`src/rtl/ic_rep_arbiter.sv`:
```
// Round-robin arbiter sharing the ic_download path between the local-memory
// line source and the IN_rep flit fifo, with over-length packet protection.
module ic_rep_arbiter #(
    parameter int unsigned MAX_FLITS = 8
) (
    input  logic         clk,
    input  logic         rst,
    input  logic [127:0] mem_flits,
    input  logic         v_mem_flits,
    output logic         mem_ack,
    input  logic [15:0]  fifo_flit,
    input  logic [1:0]   fifo_ctrl,
    input  logic         fifo_empty,
    output logic         fifo_pop,
    input  logic [1:0]   ic_download_state,
    output logic [127:0] mem_flits_ic,
    output logic         v_mem_flits_ic,
    output logic [15:0]  rep_flit_ic,
    output logic         v_rep_flit_ic,
    output logic [1:0]   rep_ctrl_ic,
    output logic         arb_busy,
    output logic         err_overlen
);

    localparam int unsigned CNT_W = $clog2(MAX_FLITS + 1);
    localparam logic [1:0]  CTRL_TAIL = 2'b11;
    localparam logic [1:0]  DS_IDLE   = 2'b00;

    typedef enum logic [1:0] {
        IDLE       = 2'b00,
        MEM_GNT    = 2'b01,
        REP_STREAM = 2'b10,
        WAIT_DONE  = 2'b11
    } state_t;

    typedef enum logic {
        SRC_MEM = 1'b0,
        SRC_REP = 1'b1
    } src_t;

    state_t           state, state_nxt;
    src_t             last_grant, last_grant_nxt;
    logic [CNT_W-1:0] flit_cnt, flit_cnt_nxt;
    logic             set_err;
    logic             fwd;
    logic             force_tail;
    logic             mem_req;
    logic             rep_req;

    assign mem_req  = v_mem_flits;
    assign rep_req  = !fifo_empty;
    assign arb_busy = (state != IDLE);

    // Grant decision, flit forwarding and next-state logic.
    always_comb begin
        state_nxt      = state;
        last_grant_nxt = last_grant;
        flit_cnt_nxt   = flit_cnt;
        set_err        = 1'b0;
        fwd            = 1'b0;
        force_tail     = 1'b0;
        mem_ack        = 1'b0;
        v_mem_flits_ic = 1'b0;
        mem_flits_ic   = '0;
        fifo_pop       = 1'b0;
        v_rep_flit_ic  = 1'b0;
        rep_flit_ic    = '0;
        rep_ctrl_ic    = '0;

        case (state)
            IDLE: begin
                if (ic_download_state == DS_IDLE) begin
                    if (mem_req && (!rep_req || last_grant == SRC_REP)) begin
                        mem_ack        = 1'b1;
                        v_mem_flits_ic = 1'b1;
                        mem_flits_ic   = mem_flits;
                        last_grant_nxt = SRC_MEM;
                        state_nxt      = WAIT_DONE;
                    end else if (rep_req) begin
                        fwd            = 1'b1;
                        flit_cnt_nxt   = CNT_W'(1);
                        last_grant_nxt = SRC_REP;
                        state_nxt      = REP_STREAM;
                    end
                end
            end
            REP_STREAM: begin
                if (rep_req) begin
                    fwd = 1'b1;
                    if (fifo_ctrl == CTRL_TAIL) begin
                        flit_cnt_nxt = '0;
                        state_nxt    = WAIT_DONE;
                    end else if (flit_cnt == CNT_W'(MAX_FLITS - 1)) begin
                        // Truncate the packet: the downstream sees a tail now.
                        force_tail   = 1'b1;
                        set_err      = 1'b1;
                        flit_cnt_nxt = '0;
                        state_nxt    = WAIT_DONE;
                    end else begin
                        flit_cnt_nxt = flit_cnt + CNT_W'(1);
                    end
                end
            end
            WAIT_DONE: begin
                if (ic_download_state == DS_IDLE) begin
                    state_nxt = IDLE;
                end
            end
            default: state_nxt = IDLE;
        endcase

        if (fwd) begin
            fifo_pop      = 1'b1;
            v_rep_flit_ic = 1'b1;
            rep_flit_ic   = fifo_flit;
            rep_ctrl_ic   = force_tail ? CTRL_TAIL : fifo_ctrl;
        end

        // Keep every output quiet while reset is held.
        if (rst) begin
            mem_ack        = 1'b0;
            v_mem_flits_ic = 1'b0;
            mem_flits_ic   = '0;
            fifo_pop       = 1'b0;
            v_rep_flit_ic  = 1'b0;
            rep_flit_ic    = '0;
            rep_ctrl_ic    = '0;
        end
    end

    always_ff @(posedge clk or posedge rst) begin
        if (rst) begin
            state       <= IDLE;
            last_grant  <= SRC_REP;
            flit_cnt    <= '0;
            err_overlen <= 1'b0;
        end else begin
            state      <= state_nxt;
            last_grant <= last_grant_nxt;
            flit_cnt   <= flit_cnt_nxt;
            if (set_err) begin
                err_overlen <= 1'b1;
            end
        end
    end

endmodule
```
`config.mk`:
```
export PLATFORM = sky130hd
export DESIGN_NAME = ic_rep_arbiter
export DESIGN_NICKNAME = d
export VERILOG_FILES = /design/src/rtl/ic_rep_arbiter.sv
export SDC_FILE = /design/constraint.sdc
export NUM_CORES = 1
export LEC_CHECK = 0
export ABC_AREA = 1
export CAP_MARGIN = 20
export CELL_PAD_IN_SITES_DETAIL_PLACEMENT = 1
export CELL_PAD_IN_SITES_GLOBAL_PLACEMENT = 1
export CORE_AREA = 5 5 115 117
export DETAILED_ROUTE_END_ITERATION = 10
export DIE_AREA = 0 0 120 122
export DONT_BUFFER_PORTS = 1
export GPL_TIMING_DRIVEN = 0
export PLACE_DENSITY = 0.56
export SLEW_MARGIN = 20
export SYNTH_ARGS = -nofsm -noshare
export SYNTH_HDL_FRONTEND = slang
export SYNTH_SLANG_ARGS = --single-unit
export TNS_END_PERCENT = 50
```
`constraint.sdc`:
```
create_clock -name clk -period 1.9 [get_ports clk]
set_input_delay 0.285 -clock clk [delete_from_list [all_inputs] [get_ports clk]]
set_output_delay 0.285 -clock clk [all_outputs]
set_load 0.02 [all_outputs]
```
Word-level counts from Yosys, hierarchy flattened
Cells that the tools add are included.
Cells by class
  add/subtract/negate cells: 1
  equal/unequal tests: 12
  muxes and demuxes: 40
  reductions and logical operators: 9
Operators by type and width (number)
  2-to-1 mux 128 bit: 4
  2-to-1 mux 16 bit: 2
  2-to-1 mux 4 bit: 6
  2-to-1 mux 2 bit: 10
  2-to-1 mux 1 bit: 15
  inequality test 2 bit, second input constant: 5
  AND reduction 5 bit: 2
  one-hot mux 4 bit (2 select lines): 1
  == test 2 bit, second input constant: 3
  inequality test 3 bit, second input constant: 2
  one-hot mux 2 bit (3 select lines): 1
  adder 4 x 1 -> 4 bit, second input constant: 1
  == test 4 x 3 -> 1 bit, second input constant: 1
  zero test 2 bit: 2
  nonzero test 2 bit: 2
  AND reduction 3 bit: 1
  inequality test 2 x 1 -> 1 bit, second input constant: 1
  one-hot mux 1 bit (2 select lines): 1
  logical AND 1 bit: 1
  logical OR 1 bit: 1
Word-level totals
  bits in registers: 8
  input port bits: 152
  output and inout port bits: 152
  word-level logic and storage cells: 66

Depth between registers and ports, before layout
Gate-level depths: netlist of run 1.
  depth after elaboration: 8
  depth in mapped cells: 9
  depth with buffers taken out: 8

Least setup slack after synthesis of run 1
No wires, ideal clock.
  kind: flip-flop to output port
  start point: register last_grant
  end point: output mem_flits_ic[117]
  arrival: 1634 ps
  data required time: 1615 ps
  setup slack: -19 ps
  cell stages (with the launch flop): 9
  buffers on the path: 2
  cell sequence: dfstp_2 inv_1 nand2_2 nand2_1 nor3_4 inv_2 buf_6 buf_6 nor2_1
Between the ends
  longest elaborated chain between the ends: 6
RTL lines
  start: declaration: line 42  | src_t last_grant, last_grant_nxt;
  start signal: assignment: line 139  | last_grant <= last_grant_nxt;
  logical OR 1 bit: line 73  | if (mem_req && (!rep_req || last_grant == SRC_REP)) begin
  logical AND 1 bit: line 73
  2-to-1 mux 128 bit: line 73
  2-to-1 mux 128 bit: line 72  | if (ic_download_state == DS_IDLE) begin
  2-to-1 mux 128 bit: line 70  | case (state)
  2-to-1 mux 128 bit: line 120  | if (rst) begin
  end: declaration: line 16  | output logic [127:0] mem_flits_ic,
No other way between the ends.

Final worst setup path of run 1
  start point: register last_grant
  end point: output mem_flits_ic[120]
Same word-level chain as after synthesis.

==> results of run 1 <==
-- worst reg2reg max path, cell delays in order, from the launching register on --
cell and delay, ns:
dfrtp_1 0.42, ha_1 0.25, nand3_1 0.14, inv_1 0.05
nand2_1 0.06, nor2_1 0.06, or2_2 0.27
-- routing by layer --
layer / wire (µm) / vias to the layer above / part of all wire
li1: - / 1074 / -
met1: 3180 / 1040 / 0.35
met2: 5190 / 148 / 0.57
met3: 770 / 0 / 0.084
met4: 0 / 0 / 0
met5: 0 / - / 0
-- final timing paths --
kind,endpoint,slack (ns),cells after the start
hold / removal,last_grant$_DFFE_PP1P_,0.09,1
max in group asynchronous,state[1]$_DFFE_PP0P_,0.95,2
setup reg to reg,err_overlen$_DFFE_PP0P_,0.53,6
setup / recovery,mem_flits_ic[120],-0.38,8
min in group clk,last_grant$_DFFE_PP1P_,0.29,5
hold reg to reg,flit_cnt[3]$_DFFE_PP0P_,0.51,2
-- cells by family after synthesis --
| logic type | count (synthesis) |
|---|---|
| and+or+nand+nor | 211 |
| buffers and inverters | 173 |
| DFF | 8 |
| AOI/OAI and AO/OA | 3 |
| adders and majority gates | 1 |
-- per-stage QoR --
step	util	setup TNS (ns)	setup slack, ns
after CTS	0.265	-52.68	-0.421
after detailed placement	0.242	-20.53	-0.264
after global routing	0.285	-58.07	-0.481
final	0.285	-43.73	-0.382
after floorplan	-	-0.191	-0.0191
after global placement	0.242	-17.33	-0.245
-- cells in the mapped netlist --
library cell / n
nor2_4: 111
buf_8: 1
ha_1: 1
o21a_1: 1
nand2_1: 33
o21ai_0: 2
buf_12: 11
nand2_4: 1
inv_2: 3
dfstp_2: 1
nor2_2: 1
nor3_4: 1
buf_6: 3
nand4_1: 1
nand2_2: 3
nor2_1: 47
inv_1: 153
or2_2: 2
nand3_1: 11
buf_4: 2
dfrtp_1: 7
-- cell type report --
| type | instances | area (µm²) |
|---|---|---|
| plain buffers | 17 | 312 |
| flip-flops and latches | 8 | 204 |
| repair buffers | 14 | 190 |
| inverters | 156 | 594 |
| fillers | 1502 | 8760 |
| clock buffers | 4 | 78.8 |
| well taps | 150 | 188 |
| multi-input cells | 215 | 1930 |
-- registers in the layout (all words and copies together), names as in the netlist --
name and count:
state 2, last_grant 1, err_overlen 1, flit_cnt 4
-- placed cells by master (no fill, tap or decap), drive strengths merged --
cell         instances
buf                 28
clkbuf               6
nand2               37
inv                155
o21ai                2
dlygate4sd3          1
dfstp                1
o21a                 1
nor2               159
or2                  2
dfrtp                7
ha                   1
nand4                1
clkinvlp             1
nand3               11
nor3                 1
-- report_power, final --
group,switching [µW],internal [µW]
combinational,839,467
clock,88.4,280
sequential,85.1,245
-- what timing repair did --
item	CTS	global route
hold buffers	1	0
hold endpoints to repair	7	0
pin swaps	5	10
gates resized for setup	38	39
gates cloned	2	2
buffers inserted	3	6
endpoints found under the setup margin	148	149
==> summary.md, run 1 <==
| Metric | Value |
|---|---|
| Status | `finished, violations left` |
| Failing checks | `setup timing` |
| Period utilization | `1.20` |
| GRT Util Overall | `0.105` |
| Normalized max-slew margin | `0.706` |
| LEAKAGE | `0.00174 µW` |
| Via count of the first global-routing pass | `2339` |
| First-pass GRT wire length | `~13000 µm` |
| Syn avg cell area | `approximately 7.0 µm²` |
| Inst Count DP | `546` |
| Routability cong. | `between 0.7 and 0.8` |
| Compound-cell area share of the yosys netlist | `0.00631` |
| Initial Util | `0.227` |
| Synth top area cells | `nor2_4 (45%), inv_1 (21%), buf_12 (7.9%), nor2_1 (6.4%), dfrtp_1 (6.3%)` |
| Number of buffers and inverters on the critical path | `4` |
| PnR worst setup slack | `-0.382 ns` |
| Ant. Diodes | `0` |
| Finished Layout Cells | `around 560` |
| Critical R2R Launch | `flit_cnt[0]$_DFFE_PP0P_` |
| Syn_nets | `~550` |
| Initial DRC count | `27` |
| Remaining DRCs | `0` |
| CTS H-Tree Depth | `1` |
| Mapped Cells | `396` |
| Worst skew pair latency | `0.23 ns` |
| Max stage delay on crit path | `between 0.5 and 0.6 ns` |
| Share of cells above drive strength 1 | `0.473` |
| MaxCap Viol Count | `0` |
| Cell variety after synth | `21` |
| Design Area, Final | `0.00350 mm²` |
| Final setup vio count | `about 140` |
| Die Height | `between 100 and 150 µm` |
| Nets@finish | `roughly 570` |
| DR vias/cell | `4.01` |
| Worst path arrival time | `2.00 ns` |
| Critical path launch point type | `register` |
| Clock Tree Root | `clkbuf_16` |
| IO Pins | `304` |
| Mapped Area | `0.00278 mm²` |
| DP HPWL | `roughly 7800 µm` |
| Fmax | `438 MHz` |
| Hold slack | `approximately 0.09 ns` |
| Post-synthesis simple-gate area fraction | `0.604` |
| Placed cell areas | `0.00297 mm²` |
| Clock skew | `~0.0022 ns` |
| Seq/Total Area, Yosys | `0.0725` |
| Largest family of logic cells by synthesized area | `simple AND/OR/NAND/NOR gates` |
| Placeable Area | `0.0123 mm²` |
| Iteration count of the initial detailed-routing pass | `4` |
| Maximum root-to-sink buffer count | `2` |
| Row cnt | `41` |
| Final Hold Violating Endpoints | `0` |
| Die area | `~0.015 mm²` |
| Worst min path class | `primary input to async pin` |
| Die outline width | `~120 µm` |
| Setup crit end kind | `primary output` |
| Final min period | `2.28 ns` |
| P per Cell Area | `573 mW/mm²` |
| Pin slew with the least headroom to its limit | `about 0.44 ns` |
| Syn. warnings | `0` |
| Clk sinks | `8` |
| Global routing's busiest layer | `met2` |
| Slew Limit Fails | `0` |
| Post-Synth XOR/XNOR Area | `0` |
| Antenna violations before repair | `0` |
| Met2 Use GR | `0.209` |
| Top-area cell type share of the netlist area | `0.450` |
| Final wirelength | `~9100 µm` |
| RSZ-0062 raised after global routing | `true` |
| Multiplexer area fraction after synthesis | `0` |
| Largest net degree at the start of global routing | `11` |
| Cell family with most CP delay | `simple AND/OR/NAND/NOR gates` |
| Synth area leader | `nor2_4` |
| Critical path cell sequence | `inv_2 > nand2_4 > nand2_4 > nor3_4 > inv_4 > buf_6 > buf_6 > nor2_4` |
| Peak supply drop | `0.000453 V` |
| Drt wl/cell | `16.2 µm` |
| I/O Buffers | `0` |
| Final ANT Viol Nets | `0` |
| Gr ovfl total | `0` |
| Slowest cell on crit path | `dfstp_2` |
| CTS tree | `built` |
| Via Count | `roughly 2.3k` |
| CTS clk-pin slew, worst paths | `roughly 0.040 ns` |
| Crit-path max FO | `10` |
| Area Overhead vs Synth | `26.0%` |
| Critical Path Start | `last_grant$_DFFE_PP1P_` |
| Grt met1 use | `0.116` |
| Flops & latches, synth | `8` |
| Critical path type | `register to primary output` |
| Total CTS buffers | `3` |
| Met3 Use GR | `0.0292` |
| Total power draw | `approximately 2000 µW` |
| Data required, critical path | `~1.6 ns` |
| Synthesized-area fraction occupied by adder cells | `0.00450` |
Power figures use the tool's default switching activity.
==> run 2, diff against run 1 <==
--- a/config.mk
+++ b/config.mk
@@ -10,6 +10,7 @@
 export CELL_PAD_IN_SITES_DETAIL_PLACEMENT = 1
 export CELL_PAD_IN_SITES_GLOBAL_PLACEMENT = 1
 export CORE_AREA = 5 5 115 117
+export CTS_BUF_LIST = sky130_fd_sc_hd__clkbuf_4 sky130_fd_sc_hd__clkbuf_8 sky130_fd_sc_hd__clkbuf_16
 export DETAILED_ROUTE_END_ITERATION = 10
 export DIE_AREA = 0 0 120 122
 export DONT_BUFFER_PORTS = 1
==> run 2 against run 1 <==
Compared with the run above: the flow still finishes with violations (setup timing); clock skew grew 0.0036 ns; cell count is the same; clock-buffer cell count is the same; design area grew 0.11%; maximum frequency is essentially flat; core utilization is essentially flat; via count shrank 0.27%.
==> summary.md, run 2 (synthesis gave the netlist of run 1 again) <==
| Metric | Value |
|---|---|
| P_sw | `1020 µW` |
| Data required, critical path | `1.62 ns` |
| Die outline width | `between 100 and 150 µm` |
| Setup crit end kind | `primary output` |
| CTS clk-pin slew, worst paths | `0.04 ns` |
| Via count of the first global-routing pass | `2338` |
| Pint | `around 1000 µW` |
| Hold slack | `approximately 0.094 ns` |
| Clk sinks | `8` |
| Final min period | `~2.3 ns` |
| Die area | `0.0146 mm²` |
| P per Cell Area | `between 500 and 600 mW/mm²` |
| Initial Util | `0.227` |
| Total CTS buffers | `3` |
| Critical path type | `register to primary output` |
| Drt wl/cell | `16.2 µm` |
| GRT Util Overall | `0.105` |
| Slowest cell on crit path | `dfstp_2` |
| Normalized max-slew margin | `0.706` |
| Row cnt | `between 40 and 50` |
| Final setup vio count | `140` |
| Max stage delay on crit path | `about 0.53 ns` |
| Final wirelength | `9140 µm` |
| Die Height | `122 µm` |
| Maximum root-to-sink buffer count | `2` |
| Clock power share | `0.191` |
| Crit-path max FO | `10` |
| Pre-CTS setup slack | `-0.264 ns` |
| Largest net degree at the start of global routing | `11` |
| Ant. Diodes | `0` |
| Iteration count of the initial detailed-routing pass | `4` |
| Antenna violations before repair | `0` |
| Failing checks | `setup timing` |
| Remaining DRCs | `0` |
| DP HPWL | `7780 µm` |
| LEAKAGE | `0.00174 µW` |
| Biggest regs | `flit_cnt (4), state (2)` |
| Final ANT Viol Nets | `0` |
| RSZ-0062 raised after global routing | `true` |
| DR vias/cell | `approximately 4.0` |
| Max FFs per register | `4` |
| Commonest cells after routing, fill and taps aside | `inv_1 (151), nor2_4 (132), nand2_1 (30)` |
| Largest Register | `flit_cnt` |
| First-pass GRT wire length | `12700 µm` |
| Nets@finish | `568` |
| PnR worst setup slack | `-0.381 ns` |
| Peak supply drop | `0.000437 V` |
| Worst path arrival time | `2.00 ns` |
| Total power draw | `2030 µW` |
| Sequential share of power | `0.163` |
| Worst min path class | `primary input to async pin` |
| Slew Limit Fails | `0` |
| Share of cells above drive strength 1 | `0.476` |
| Gr ovfl total | `0` |
| CTS H-Tree Depth | `1` |
| Period utilization | `1.20` |
| Clock skew | `0.00583 ns` |
| Final Hold Violating Endpoints | `0` |
| Design Area, Final | `0.00350 mm²` |
| Clock Tree Root | `clkbuf_16` |
| IO Pins | `304` |
| Critical path cell sequence | `inv_2 > nand2_4 > nand2_4 > nor3_4 > inv_4 > buf_6 > buf_6 > nor2_4` |
| Initial DRC count | `37` |
| Commonest non-fill, non-tap cell in the layout | `inv_1` |
| MaxCap Viol Count | `0` |
| Status | `finished, violations left` |
| Worst skew pair latency | `0.23 ns` |
| Placeable Area | `0.0123 mm²` |
| Via Count | `approximately 2.3k` |
| I/O Buffers | `0` |
| CTS tree | `built` |
| Placed cell areas | `0.00297 mm²` |
| Fmax | `between 400 and 500 MHz` |
| Comb power frac | `0.646` |
| Switching share of power | `0.503` |
| Area Overhead vs Synth | `26.1%` |
| Pin slew with the least headroom to its limit | `0.439 ns` |
| Routability cong. | `roughly 0.77` |
| Critical path launch point type | `register` |
==> run 2: layer usage <==
layer,track usage,vias to the layer above,part of all wire
met5,0,-,0
met2,0.208,151,0.56
met3,0.0292,2,0.084
li1,-,1074,-
met1,0.116,1029,0.35
met4,0.00644,0,0.0011
==> run 2: cell type report <==
cell class / instances / area, µm²
plain buffers: 17 / 312
clock buffers: 4 / 82.6
fillers: 1497 / 8760
inverters: 156 / 594
multi-input cells: 215 / 1930
flip-flops and latches: 8 / 204
well taps: 150 / 188
repair buffers: 14 / 190
==> run 2: power by group through the flow <==
stage | clock, µW | sequential, µW | combinational [µW]
after floorplan | 0 | 310 | 837
after global placement | 0 | 330 | 952
after detailed placement | 0 | 333 | 971
after CTS | 392 | 329 | 1110
after global routing | 404 | 344 | 1430
final | 386 | 330 | 1310
==> run 2: stage by stage <==
stage,TNS [ns],std cells,util
6_report,-43.57,564,0.286
5_1_grt,-57.97,564,0.286
4_1_cts,-52.70,556,0.265
3_5_place_dp,-20.53,546,0.242
3_3_place_gp,-17.33,546,0.242
2_1_floorplan,-0.191,396,-
==> run 2: final timing paths <==
kind | end | start | slack [ns] | cells after the start
worst max-delay path | mem_flits_ic[120] | last_grant$_DFFE_PP1P_ | -0.38 | 8
worst min-delay path | last_grant$_DFFE_PP1P_ | rst | 0.09 | 1
worst max register to register | err_overlen$_DFFE_PP0P_ | flit_cnt[0]$_DFFE_PP0P_ | 0.53 | 6
worst min register to register | flit_cnt[3]$_DFFE_PP0P_ | flit_cnt[3]$_DFFE_PP0P_ | 0.51 | 2
max in group asynchronous | state[1]$_DFFE_PP0P_ | rst | 0.94 | 2
min in group clk | last_grant$_DFFE_PP1P_ | fifo_empty | 0.29 | 5
==> run 2: what timing repair did <==
action / in CTS / in global routing
endpoints found under the setup margin: 148 / 149
hold endpoints to repair: 7 / 0
gates cloned: 2 / 2
setup buffers: 3 / 6
gates resized for setup: 38 / 39
pin swaps: 5 / 10
hold buffers: 1 / 0
==> run 2: critical path: cells and delay by family, from the launching register on <==
| kind | cells | cell delay, ns |
|---|---|---|
| flip-flops | 1 | 0.53 |
| buffers and inverters | 4 | 0.52 |
| AND/OR/NAND/NOR | 4 | 0.70 |
